## src/rtl/poly_mul_pkg.sv

```systemverilog
// Shared definitions for the polynomial multiplication scheduler.
//   phase_e      : scheduler phases, in the order a multiply walks them
//   BANK_*       : operand bank codes driven on src_bank
//   phase_ctrl_t : per-phase datapath controls (forward, element_wise, src_bank)
package poly_mul_pkg;

  typedef enum logic [2:0] {
    PH_IDLE  = 3'd0,
    PH_NTT_A = 3'd1,
    PH_NTT_B = 3'd2,
    PH_PWMUL = 3'd3,
    PH_INTT  = 3'd4
  } phase_e;

  localparam logic [1:0] BANK_A = 2'd0;
  localparam logic [1:0] BANK_B = 2'd1;

  localparam int DEFAULT_PHASE_TIMEOUT = 4095;

  typedef struct packed {
    logic       forward;
    logic       element_wise;
    logic [1:0] src_bank;
  } phase_ctrl_t;

  // Datapath controls that go with a phase; IDLE drives everything low.
  function automatic phase_ctrl_t phase_ctrl(input phase_e ph);
    phase_ctrl_t c;
    c = '0;
    case (ph)
      PH_NTT_A: begin
        c.forward  = 1'b1;
        c.src_bank = BANK_A;
      end
      PH_NTT_B: begin
        c.forward  = 1'b1;
        c.src_bank = BANK_B;
      end
      PH_PWMUL: begin
        c.element_wise = 1'b1;
        c.src_bank     = BANK_A;
      end
      default: c = '0;
    endcase
    return c;
  endfunction

  // Phase that follows a completed phase. B's transform is skipped when the
  // operand was handed over already in the NTT domain.
  function automatic phase_e next_phase_of(input phase_e ph, input logic skip_b);
    phase_e n;
    case (ph)
      PH_NTT_A: n = skip_b ? PH_PWMUL : PH_NTT_B;
      PH_NTT_B: n = PH_PWMUL;
      PH_PWMUL: n = PH_INTT;
      default:  n = PH_IDLE;
    endcase
    return n;
  endfunction

endpackage

```

## src/rtl/poly_phase_counter.sv

```systemverilog
// Cycle counter for one scheduler phase, with timeout compare.
//   clk, rst_n : clock, asynchronous active-low reset
//   clear      : force count to 0 on the next edge (has priority)
//   enable     : count up by one per cycle, wrapping at 2^WIDTH
//   count      : registered cycle index within the phase
//   timeout    : enable high and count has reached LIMIT
module poly_phase_counter #(
  parameter int WIDTH = 12,
  parameter int LIMIT = 4095
) (
  input  logic             clk,
  input  logic             rst_n,
  input  logic             clear,
  input  logic             enable,
  output logic [WIDTH-1:0] count,
  output logic             timeout
);

  localparam logic [WIDTH-1:0] LIMIT_W = WIDTH'(LIMIT);

  always_ff @(posedge clk or negedge rst_n) begin
    if (!rst_n) begin
      count <= '0;
    end else if (clear) begin
      count <= '0;
    end else if (enable) begin
      count <= count + WIDTH'(1);
    end
  end

  assign timeout = enable && (count == LIMIT_W);

endmodule

```

## src/rtl/polynomial_multiplication_scheduler.sv

```systemverilog
// Phase sequencer for an NTT-based polynomial multiply:
// NTT(A) -> NTT(B) -> pointwise multiply -> inverse NTT.
//
//   state    | meaning
//   ---------+--------------------------------------------------
//   PH_IDLE  | waiting for cmd_valid, cmd_ready high
//   PH_NTT_A | forward transform of operand A (bank 0)
//   PH_NTT_B | forward transform of operand B (bank 1), skippable
//   PH_PWMUL | pointwise multiply
//   PH_INTT  | inverse transform, done pulses after it completes
//
// Ports:
//   clk, rst_n          : clock, asynchronous active-low reset
//   cmd_valid           : multiply request, accepted while cmd_ready
//   cmd_skip_ntt_b      : B already transformed, latched on accept
//   cmd_ready           : high in IDLE only (decoded from the phase register)
//   start               : one-cycle pulse in the first cycle of every phase
//   state               : cycle index within the current phase
//   forward             : 1 = forward NTT, 0 = inverse
//   element_wise        : pointwise multiply phase
//   src_bank            : operand bank, 0 = A, 1 = B
//   stage_done          : phase-complete pulse from the output stage
//   busy                : high outside IDLE
//   done                : one-cycle pulse after a successful multiply
//   error               : sticky phase timeout, cleared by the next accept
module polynomial_multiplication_scheduler
  import poly_mul_pkg::*;
#(
  parameter int PHASE_TIMEOUT = DEFAULT_PHASE_TIMEOUT,
  parameter int STATE_W       = 12
) (
  input  logic               clk,
  input  logic               rst_n,
  input  logic               cmd_valid,
  input  logic               cmd_skip_ntt_b,
  output logic               cmd_ready,
  output logic               start,
  output logic [STATE_W-1:0] state,
  output logic               forward,
  output logic               element_wise,
  output logic [1:0]         src_bank,
  input  logic               stage_done,
  output logic               busy,
  output logic               done,
  output logic               error
);

  phase_e      phase;
  phase_e      phase_nxt;
  phase_ctrl_t ctrl_nxt;
  logic        skip_b;
  logic        timeout;
  logic        cnt_clear;
  logic        cnt_enable;

  // stage_done is checked before the timeout so a completion landing on the
  // limit cycle still counts as a normal advance.
  always_comb begin
    phase_nxt = phase;
    case (phase)
      PH_IDLE: begin
        if (cmd_valid) phase_nxt = PH_NTT_A;
      end
      default: begin
        if (stage_done)   phase_nxt = next_phase_of(phase, skip_b);
        else if (timeout) phase_nxt = PH_IDLE;
      end
    endcase
  end

  assign ctrl_nxt   = phase_ctrl(phase_nxt);
  assign cnt_enable = (phase != PH_IDLE);
  // Restart the count on every phase change so each phase begins at 0.
  assign cnt_clear  = (phase == PH_IDLE) || (phase_nxt != phase);

  poly_phase_counter #(
    .WIDTH (STATE_W),
    .LIMIT (PHASE_TIMEOUT)
  ) u_counter (
    .clk     (clk),
    .rst_n   (rst_n),
    .clear   (cnt_clear),
    .enable  (cnt_enable),
    .count   (state),
    .timeout (timeout)
  );

  always_ff @(posedge clk or negedge rst_n) begin
    if (!rst_n) begin
      phase        <= PH_IDLE;
      skip_b       <= 1'b0;
      start        <= 1'b0;
      forward      <= 1'b0;
      element_wise <= 1'b0;
      src_bank     <= BANK_A;
      busy         <= 1'b0;
      done         <= 1'b0;
      error        <= 1'b0;
    end else begin
      phase        <= phase_nxt;
      // No phase follows itself, so any change into a non-IDLE phase is a start.
      start        <= (phase_nxt != phase) && (phase_nxt != PH_IDLE);
      forward      <= ctrl_nxt.forward;
      element_wise <= ctrl_nxt.element_wise;
      src_bank     <= ctrl_nxt.src_bank;
      busy         <= (phase_nxt != PH_IDLE);
      done         <= (phase == PH_INTT) && stage_done;
      if (phase == PH_IDLE && cmd_valid) begin
        skip_b <= cmd_skip_ntt_b;
        error  <= 1'b0;
      end else if (timeout && !stage_done) begin
        error  <= 1'b1;
      end
    end
  end

  assign cmd_ready = (phase == PH_IDLE);

endmodule

```

## config.mk

```make
export PLATFORM = sky130hd
export DESIGN_NAME = polynomial_multiplication_scheduler
export DESIGN_NICKNAME = d
export VERILOG_FILES = /design/src/rtl/poly_mul_pkg.sv /design/src/rtl/poly_phase_counter.sv /design/src/rtl/polynomial_multiplication_scheduler.sv
export SDC_FILE = /design/constraint.sdc
export NUM_CORES = 1
export LEC_CHECK = 0
export CORE_UTILIZATION = 41
export DETAILED_ROUTE_END_ITERATION = 10
export HOLD_SLACK_MARGIN = 0.03
export PLACE_DENSITY = 0.78
export SYNTH_ARGS = -nofsm -noshare
export SYNTH_HDL_FRONTEND = slang
export SYNTH_HIERARCHICAL = 1
export SYNTH_SLANG_ARGS = --single-unit
```

## constraint.sdc

```tcl
create_clock -name clk -period 4.1 [get_ports clk]
set_clock_uncertainty 0.15 [all_clocks]
set_input_delay 0.41 -clock clk [delete_from_list [all_inputs] [get_ports clk]]
set_output_delay 0.41 -clock clk [all_outputs]
set_load 0.005 [all_outputs]
```

# Word level (Yosys, flattened, before mapping)
# Cells that the tools add are included.
[word_totals]
mem_bits_rw = 0
latchBits = 0
regBits = 24
rom_bits = 0
memories = 0
[op_classes]
add_sub_neg = 1
n_lt_le_gt_ge = 0
n_bitwise = 0
shift = 0
mul = 0
muxes = 13
reduce_logical = 13
div_mod_pow = 0
n_eq_ne = 9
[op_table]
columns = ["operator", "n"]
rows = [
  ["two-way mux 12 bit", 2],
  ["adder 12 x 1 -> 12 bit, second input constant", 1],
  ["== test 12 bit, second input constant", 1],
  ["== test 3 x 2 -> 1 bit, second input constant", 4],
  ["two-way mux 3 bit", 4],
  ["one-hot mux 3 bit (3 select lines)", 1],
  ["== test 3 x 1 -> 1 bit, second input constant", 2],
  ["two-way mux 1 bit", 6],
  ["nonzero test 3 bit", 2],
  ["logical AND 1 bit", 5],
  ["nonzero test 2 bit", 2],
  ["== test 3 bit, second input constant", 1],
  ["zero test 3 bit", 1],
  ["inequality test 3 bit", 1],
  ["OR reduction 2 bit", 1],
  ["zero test 1 bit", 1],
  ["logical OR 1 bit", 1],
]

# Longest topological paths before layout
# Gate-level depths: netlist of the first run.
[depth]
ltp_word = 8
ltp_mapped = 9
mapped_depth_nobuf = 8

# Cells and area by module
# Netlist of the first run, hierarchy kept.
[modules_own_cells]
columns = ["mod", "cells_per_inst", "area_per_inst_um2", "seq_area_each_um2", "n_inst"]
rows = [
  ["poly_phase_counter", 60, 604.3, 300.3, 1],
  ["polynomial_multiplication_scheduler", 45, 484.2, 275.3, 1],
]

# Worst setup path before layout of the first run
# No wires, ideal clock.
[synth_path]
path_type = "flip-flop to flip-flop"
from = "reg phase[0]"
to = "reg u_counter.count[9]"
stages_incl_launch_ff = 10
path_buffers = 1
slack_ns = 1.497
setup_time_ns = 0.078
period_less_slack_ns = 2.603
arrival_time_ns = 2.375
path_cell_list = "dfrtp_1 -> or3_4 -> buf_2 -> nand4_1 -> nor4_1 -> nor2_1 -> nand2_1 -> o2111ai_4 -> or4_1 -> a21oi_1"
[synth_via]
elab_chain_len = 8
word_cells_on_any_way = 15
[synth_rtl]
columns = ["item", "line", "source"]
rows = [
  ["start: declaration", "polynomial_multiplication_scheduler.sv:48", "phase_e phase;"],
  ["start signal: assignment", "polynomial_multiplication_scheduler.sv:100", "phase <= phase_nxt;"],
  ["nonzero test 3 bit (*)", "polynomial_multiplication_scheduler.sv:72", "assign cnt_enable = (phase != PH_IDLE);"],
  ["named net cnt_enable", "polynomial_multiplication_scheduler.sv:54", "logic cnt_enable;"],
  ["logical AND 1 bit (*)", "poly_phase_counter.sv:31", "assign timeout = enable && (count == LIMIT_W);"],
  ["named net timeout", "polynomial_multiplication_scheduler.sv:52", "logic timeout;"],
  ["two-way mux 3 bit (*)", "polynomial_multiplication_scheduler.sv:66", "else if (timeout) phase_nxt = PH_IDLE;"],
  ["two-way mux 3 bit (*)", "polynomial_multiplication_scheduler.sv:65", "if (stage_done) phase_nxt = next_phase_of(phase, skip_b);"],
  ["two-way mux 3 bit (*)", "polynomial_multiplication_scheduler.sv:60", "case (phase)"],
  ["inequality test 3 bit (*)", "polynomial_multiplication_scheduler.sv:74", "assign cnt_clear = (phase == PH_IDLE) || (phase_nxt != phase);"],
  ["logical OR 1 bit (*)", "polynomial_multiplication_scheduler.sv:74", ""],
  ["named net cnt_clear", "polynomial_multiplication_scheduler.sv:53", "logic cnt_clear;"],
  ["two-way mux 12 bit / nonzero test 2 bit (equally long branches)", "--", ""],
  ["end signal: assignment", "poly_phase_counter.sv:27", "count <= count + WIDTH'(1);"],
  ["end: declaration", "poly_phase_counter.sv:15", "output logic [WIDTH-1:0] count,"],
]
# Mark *: on every way through the listed nets, which the timed path passes. The rest lies on a longest branch.
# A chain may end at the register's enable or synchronous reset.

# Worst setup path in the final report of the first run
# Ends and elaborated chain as after synthesis.

==> metrics.yaml, run 1 <==
layout:
  fillers: 212
  area_growth_pct: 26.3
  final_util_pct: 55.0
  nNetsFinal: 136
  drive_gt1_share_pct: 11.6
  antenna_cells: 0
  final_cells: 159
  fin_area_um2: 1380
routing:
  viasPerCell: 5.55
  postRouteAntennaNets: 0
  drt-total-wl_mm: 2.10
  first_iter_violations: 27
  drcViolationCount: 0
  vias: 883
  wl_per_cell_um: 13.2
  drt-pass1-iter-count: 4
placed_design:
  dp.final_hpwl_mm: 1.51
  gp_congestion: 0.820
  portBuffers: 24
  preCtsSetupSlack_ps: 1080
  dp.cells: 155
  placed_area_um2: 1350
clocking:
  cts_sinks: 23
  cts_setup_buffers: 0
  cts_buffers: 3
  htreeDepth: 1
  clk-insertion-delay-late_ps: 320
  ctsLongestPathBuffers: 2
  cts_resized: 0
  hold_buffers: 0
  cts-root-buf: "clkbuf_4"
  cts.clk_slew.worst_paths_ps: 130
  cts_tree: "yes"
timing:
  drv_slew: 0
  worst_slack_ps: 1050
  rsz0062_at_grt: "false"
  finalSetupViolCount: 0
  max_slew_margin_pct: 33.1
  setup_tns_ps: 0
  finalCritPeriodShare_pct: 74.3
  max_freq_mhz: 328
  finalCriticalPeriod_ps: 3050
  whs_ps: 365
  hold_viol_final: 0
  worst_pin_slew_ps: 1000
critical_path:
  crit_type: "reg2reg"
  cp_slowest_cell: "or4_1"
  r2r-end: "u_counter/count[9]"
  cp.buffers_inverters: 0
  reg2reg_setup_slack_ps: 1050
  cp.required_ps: 4190
  cpPeakStageDelay_ps: 510
  startpoint_type: "register"
  arrival_ps: 3140
  worstRegToRegCells: 8
  worst-path-max-fanout: 13
  r2r-start: "phase[0]"
  path_cells: "or3_4 > nand4_1 > nor4_1 > nor2_1 > nand2_1 > o2111ai_4 > or4_1 > a21oi_1"
  end_kind: "register"
  path_delay_family: "simple AND/OR/NAND/NOR gates"
die:
  start_util_pct: 43.5
  io_pins: 26
  die_area_um2: 2860
  rows: 18
  core_um2: 2500
  die_h_um: 53.5
  chipWidth_um: 53.5
flow_run:
  cap_viol_max_count: 0
logic_synthesis:
  synth_warnings: 6
  ys_seq_elements: 23
  synthCells: 105
  ys_seq_area_share_pct: 52.9
  syn-num-nets: 111
  synth_area_um2: 1090
  netlist-cell-type-count: 35
  syn-mean-instance-area_um2: 10.4
global_routing:
  grt_overflow: 0
  antenna_found_initial: 0
  grt_pass1_vias: 846
  grt_max_degree: 24
  grt_pass1_wl_mm: 3.57
  grtUsageTotal_pct: 17.6
pwr:
  report.power.total_mw: 0.700
  cellLeakagePower_nw: 0.575
  power_density_nw_per_um2: 509
  irDropWorstVdd_v: 0.000429
worst_hold_path:
  min_path_type: "reg2reg"
  holdPathStages: 1
  holdCritStartpoint: "skip_b"
  hold_path_end: "skip_b"
outcome:
  status: "finished clean"
power by group:
| part | total (mW) | switching, mW | internal (mW) | leakage (nW) |
|---|---|---|---|---|
| Sequential | 0.319 | 0.0437 | 0.276 | 0.306 |
| Combinational | 0.272 | 0.133 | 0.140 | 0.255 |
| Clock | 0.108 | 0.0711 | 0.0373 | 0.0139 |
| Total | 0.700 | 0.247 | 0.452 | 0.575 |
layout by cell type (no fill, tap or decap), types with 2 or more instances in the layout:
cell | synthesis | layout
or3_1 | 2 | 2
clkdlybuf4s50_1 | 0 | 24
o31ai_1 | 3 | 3
a21oi_1 | 11 | 11
nand3_1 | 3 | 3
nand2_1 | 9 | 9
mux2i_1 | 2 | 2
or4_1 | 3 | 3
nor2_1 | 9 | 9
dfrtp_1 | 23 | 23
or3_2 | 2 | 2
inv_1 | 3 | 3
nand4_1 | 4 | 4
clkbuf_4 | 0 | 3
o21ai_0 | 5 | 5
xor2_1 | 4 | 4
metal layers:
metal  track usage (%)  vias to the layer above  part of all wire, %
met3              6.61                        2                  7.7
met4              4.39                        0                 0.48
li1                  -                      421                    -
met1              21.2                      419                   43
met5                 0                        -                    0
met2              29.4                       41                   49
area by class of cell:
cell class / count / area (um^2) / area share [%]
inverter: 4 / 15.0 / 1.09
multi-input combinational: 74 / 477 / 34.7
timing repair buffer: 24 / 240 / 17.5
sequential: 23 / 576 / 41.9
clock inverter: 1 / 7.51 / 0.546
tap: 30 / 37.5 / 2.73
clock buffer: 3 / 22.5 / 1.64
sequential cells by signal (all words and copies together), names as in the netlist:
signal	flops
forward	1
busy	1
u_counter/count	12
phase	3
start	1
done	1
error	1
element_wise	1
src_bank	1
skip_b	1
synth_stat cells, drive strengths merged:
library cell | count | area (um^2)
nor2b | 1 | 6.26
o31ai | 3 | 22.5
or4 | 3 | 22.5
and2 | 1 | 7.51
a22oi | 2 | 20.0
ha | 1 | 12.5
and3 | 1 | 6.26
or3 | 5 | 38.8
nor2 | 9 | 33.8
inv | 4 | 15.0
mux2i | 2 | 20.0
clkbuf | 1 | 3.75
and3b | 1 | 10.0
and2b | 1 | 8.76
o21ai | 6 | 30.0
mux2 | 1 | 11.3
nand3 | 3 | 15.0
buf | 3 | 17.5
o2111ai | 1 | 26.3
nor4 | 1 | 6.26
nand4 | 4 | 25.0
xnor2 | 1 | 8.76
conb | 1 | 3.75
dfrtp | 23 | 576
and4b | 1 | 11.3
xor2 | 4 | 35.0
nand2 | 10 | 40.0
a21oi | 11 | 55.1
cells by family after synthesis:
| group | Yosys count | share of synthesized area (%) |
|---|---|---|
| AO/OA/AOI/OAI | 23 | 14.1 |
| XOR/XNOR | 5 | 4.02 |
| adder cells (fa/ha/maj) | 1 | 1.15 |
| buffers and inverters | 8 | 3.33 |
| flip-flops | 23 | 52.9 |
| multiplexers | 3 | 2.87 |
| other | 1 | 0.344 |
| AND/OR/NAND/NOR | 41 | 21.3 |
how the worst max path moves through the flow:
stage                  start                  to  slack (ps)  cells past startpoint
floorplan           phase[0]  u_counter/count[9]        1500                      9
global placement    phase[0]  u_counter/count[9]        1250                      8
detailed placement  phase[0]  u_counter/count[9]        1080                      8
CTS                 phase[0]  u_counter/count[9]        1030                      8
global route        phase[0]  u_counter/count[9]         800                      8
finish              phase[0]  u_counter/count[9]        1050                      8
Note: power is estimated with default switching activity, not from simulation.
==> run 2, diff against run 1 <==
PLACE_DENSITY = 0.81   (was 0.78)
clock period = 2.6 ns   (was 4.1 ns; I/O delays follow)
==> metrics.yaml, run 2 (synthesis results as in run 1) <==
pwr:
  power_density_nw_per_um2: 791  # +55%
  irDropWorstVdd_v: 0.000679  # +58%
  cellLeakagePower_nw: 0.626  # +8.9%
  report.power.total_mw: 1.15  # +64%
layout:
  layout_commonest_cell: "clkdlybuf4s50_1"
  final_util_pct: 58.2  # +3.2 points
  top_register: "u_counter/count"
  fillers: 222  # +4.7%
  antenna_cells: 0  # unchanged
  drive_gt1_share_pct: 19.4  # +7.8 points
  final_cells: 169  # +6.3%
  largest_registers: "u_counter/count x12, phase x3"
  nNetsFinal: 146  # +7.4%
  largest_register_ffs: 12  # unchanged
  mostFrequentLayoutCells: "clkdlybuf4s50_1 (24), dfrtp_1 (22), a21oi_1 (11)"
  multi_input_area_um2: 483  # +1.3%
  area_growth_pct: 33.7
  regArea_um2: 577  # +0.22%
  fin_area_um2: 1460  # +5.8%
die:
  die_h_um: 53.5  # unchanged
  rows: 18  # unchanged
  die_area_um2: 2860  # unchanged
  chipWidth_um: 53.5  # unchanged
  io_pins: 26  # unchanged
  start_util_pct: 43.5  # unchanged
  core_um2: 2500  # unchanged
routing:
  viasPerCell: 5.51  # -0.70%
  first_iter_violations: 12  # -56%
  vias: 932  # +5.5%
  postRouteAntennaNets: 0  # unchanged
  drt-pass1-iter-count: 4  # unchanged
  wl_per_cell_um: 13.8  # +5.0%
  drcViolationCount: 0  # unchanged
  drt-total-wl_mm: 2.34  # +12%
global_routing:
  grt_overflow: 0  # unchanged
  antenna_found_initial: 0  # unchanged
  grt_pass1_vias: 863  # +2.0%
  grt_pass1_wl_mm: 3.83  # +7.1%
  grt_max_degree: 24  # unchanged
  grtUsageTotal_pct: 19.0  # +1.4 points
critical_path:
  reg2reg_setup_slack_ps: 170  # -890 ps
  cp.required_ps: 2680  # -1510 ps
  arrival_ps: 2510  # -630 ps
  worst-path-max-fanout: 9  # -4
  cp_slowest_cell: "or4_1"
  cpPeakStageDelay_ps: 510  # about the same
  startpoint_type: "register"
  crit_type: "reg2reg"
  end_kind: "register"
  path_cells: "nand4_1 > nor4_2 > nor2_1 > nand2_1 > o2111ai_4 > or4_1 > a21oi_1"
timing:
  whs_ps: 133  # -232 ps
  finalCriticalPeriod_ps: 2430  # -613 ps
  finalSetupViolCount: 0  # unchanged
  max_freq_mhz: 411  # +25%
  finalCritPeriodShare_pct: 93.7  # +19 points
  setup_tns_ps: 0  # unchanged
  drv_slew: 0  # unchanged
  worst_slack_ps: 165  # -887 ps
  hold_viol_final: 0  # unchanged
clocking:
  clk-insertion-delay-late_ps: 310  # about the same
  htreeDepth: 1  # unchanged
  ctsLongestPathBuffers: 2  # unchanged
  cts-root-buf: "clkbuf_4"
  cts_sinks: 23  # unchanged
  cts_buffers: 3  # unchanged
  cts_tree: "yes"
  cts.clk_slew.worst_paths_ps: 130  # about the same
  hold_buffers: 0  # unchanged
placed_design:
  portBuffers: 24  # unchanged
  gp_congestion: 0.791  # -3.6%
  dp.cells: 163  # +5.2%
  dp.final_hpwl_mm: 1.72  # +14%
  placed_area_um2: 1410  # +4.9%
  preCtsSetupSlack_ps: 26.6  # -1050 ps
worst_hold_path:
  min_path_type: "in2async"
outcome:
  status: "finished clean"
flow_run:
  cap_viol_max_count: 0  # unchanged
## run 2: report_power, final
part / switching, mW / leakage [nW] / total, mW / internal (mW)
Clock: 0.106 / 0.0177 / 0.163 / 0.0574
Sequential: 0.0493 / 0.305 / 0.486 / 0.436
Combinational: 0.241 / 0.304 / 0.502 / 0.261
Total: 0.396 / 0.626 / 1.15 / 0.755
## run 2: routing by layer
metal	wire length, um	GRT usage (%)	part of all wire [%]	vias up
li1	-	-	-	437
met1	1050	23.2	45	468
met2	1180	30.4	50	23
met3	81	4.02	3.5	4
met4	30	11.4	1.3	0
met5	0	0	0	-
## run 2: critical path, delay by kind of cell (launching register included)
family	cells	cell delay [ps]
AOI/OAI and AO/OA	2	400
and+or+nand+nor	5	1350
DFF	1	460
## run 2: cell type report
type / instances / area share [%]
timing repair buffer: 34 / 21.7
multi-input combinational: 74 / 33.2
clock inverter: 1 / 0.344
clock buffer: 3 / 1.55
tap: 30 / 2.58
inverter: 4 / 1.03
sequential: 23 / 39.6
## run 2: path summary, 6_finish.rpt
path	from	endpoint	depth (start not counted)
max	u_counter/count[3]	u_counter/count[9]	7
min	rst_n	u_counter/count[3]	2
max reg2reg	u_counter/count[3]	u_counter/count[9]	7
min reg2reg	skip_b	skip_b	1
max in group asynchronous	rst_n	phase[1]	2
min in group clk	skip_b	skip_b	1
## run 2: timing repair
action | 4_1_cts | 5_1_grt
hold endpoints to repair | 0 | 0
resized for setup | 1 | 0
setup endpoints to repair | 1 | 4
setup buffers | 0 | 2
pin swaps | 0 | 2
==> run 3, diff against run 2 <==
SLEW_MARGIN = 25   (was default)
==> results of run 3 <==
Final layout, timing and power as in run 2 (identical DEF).
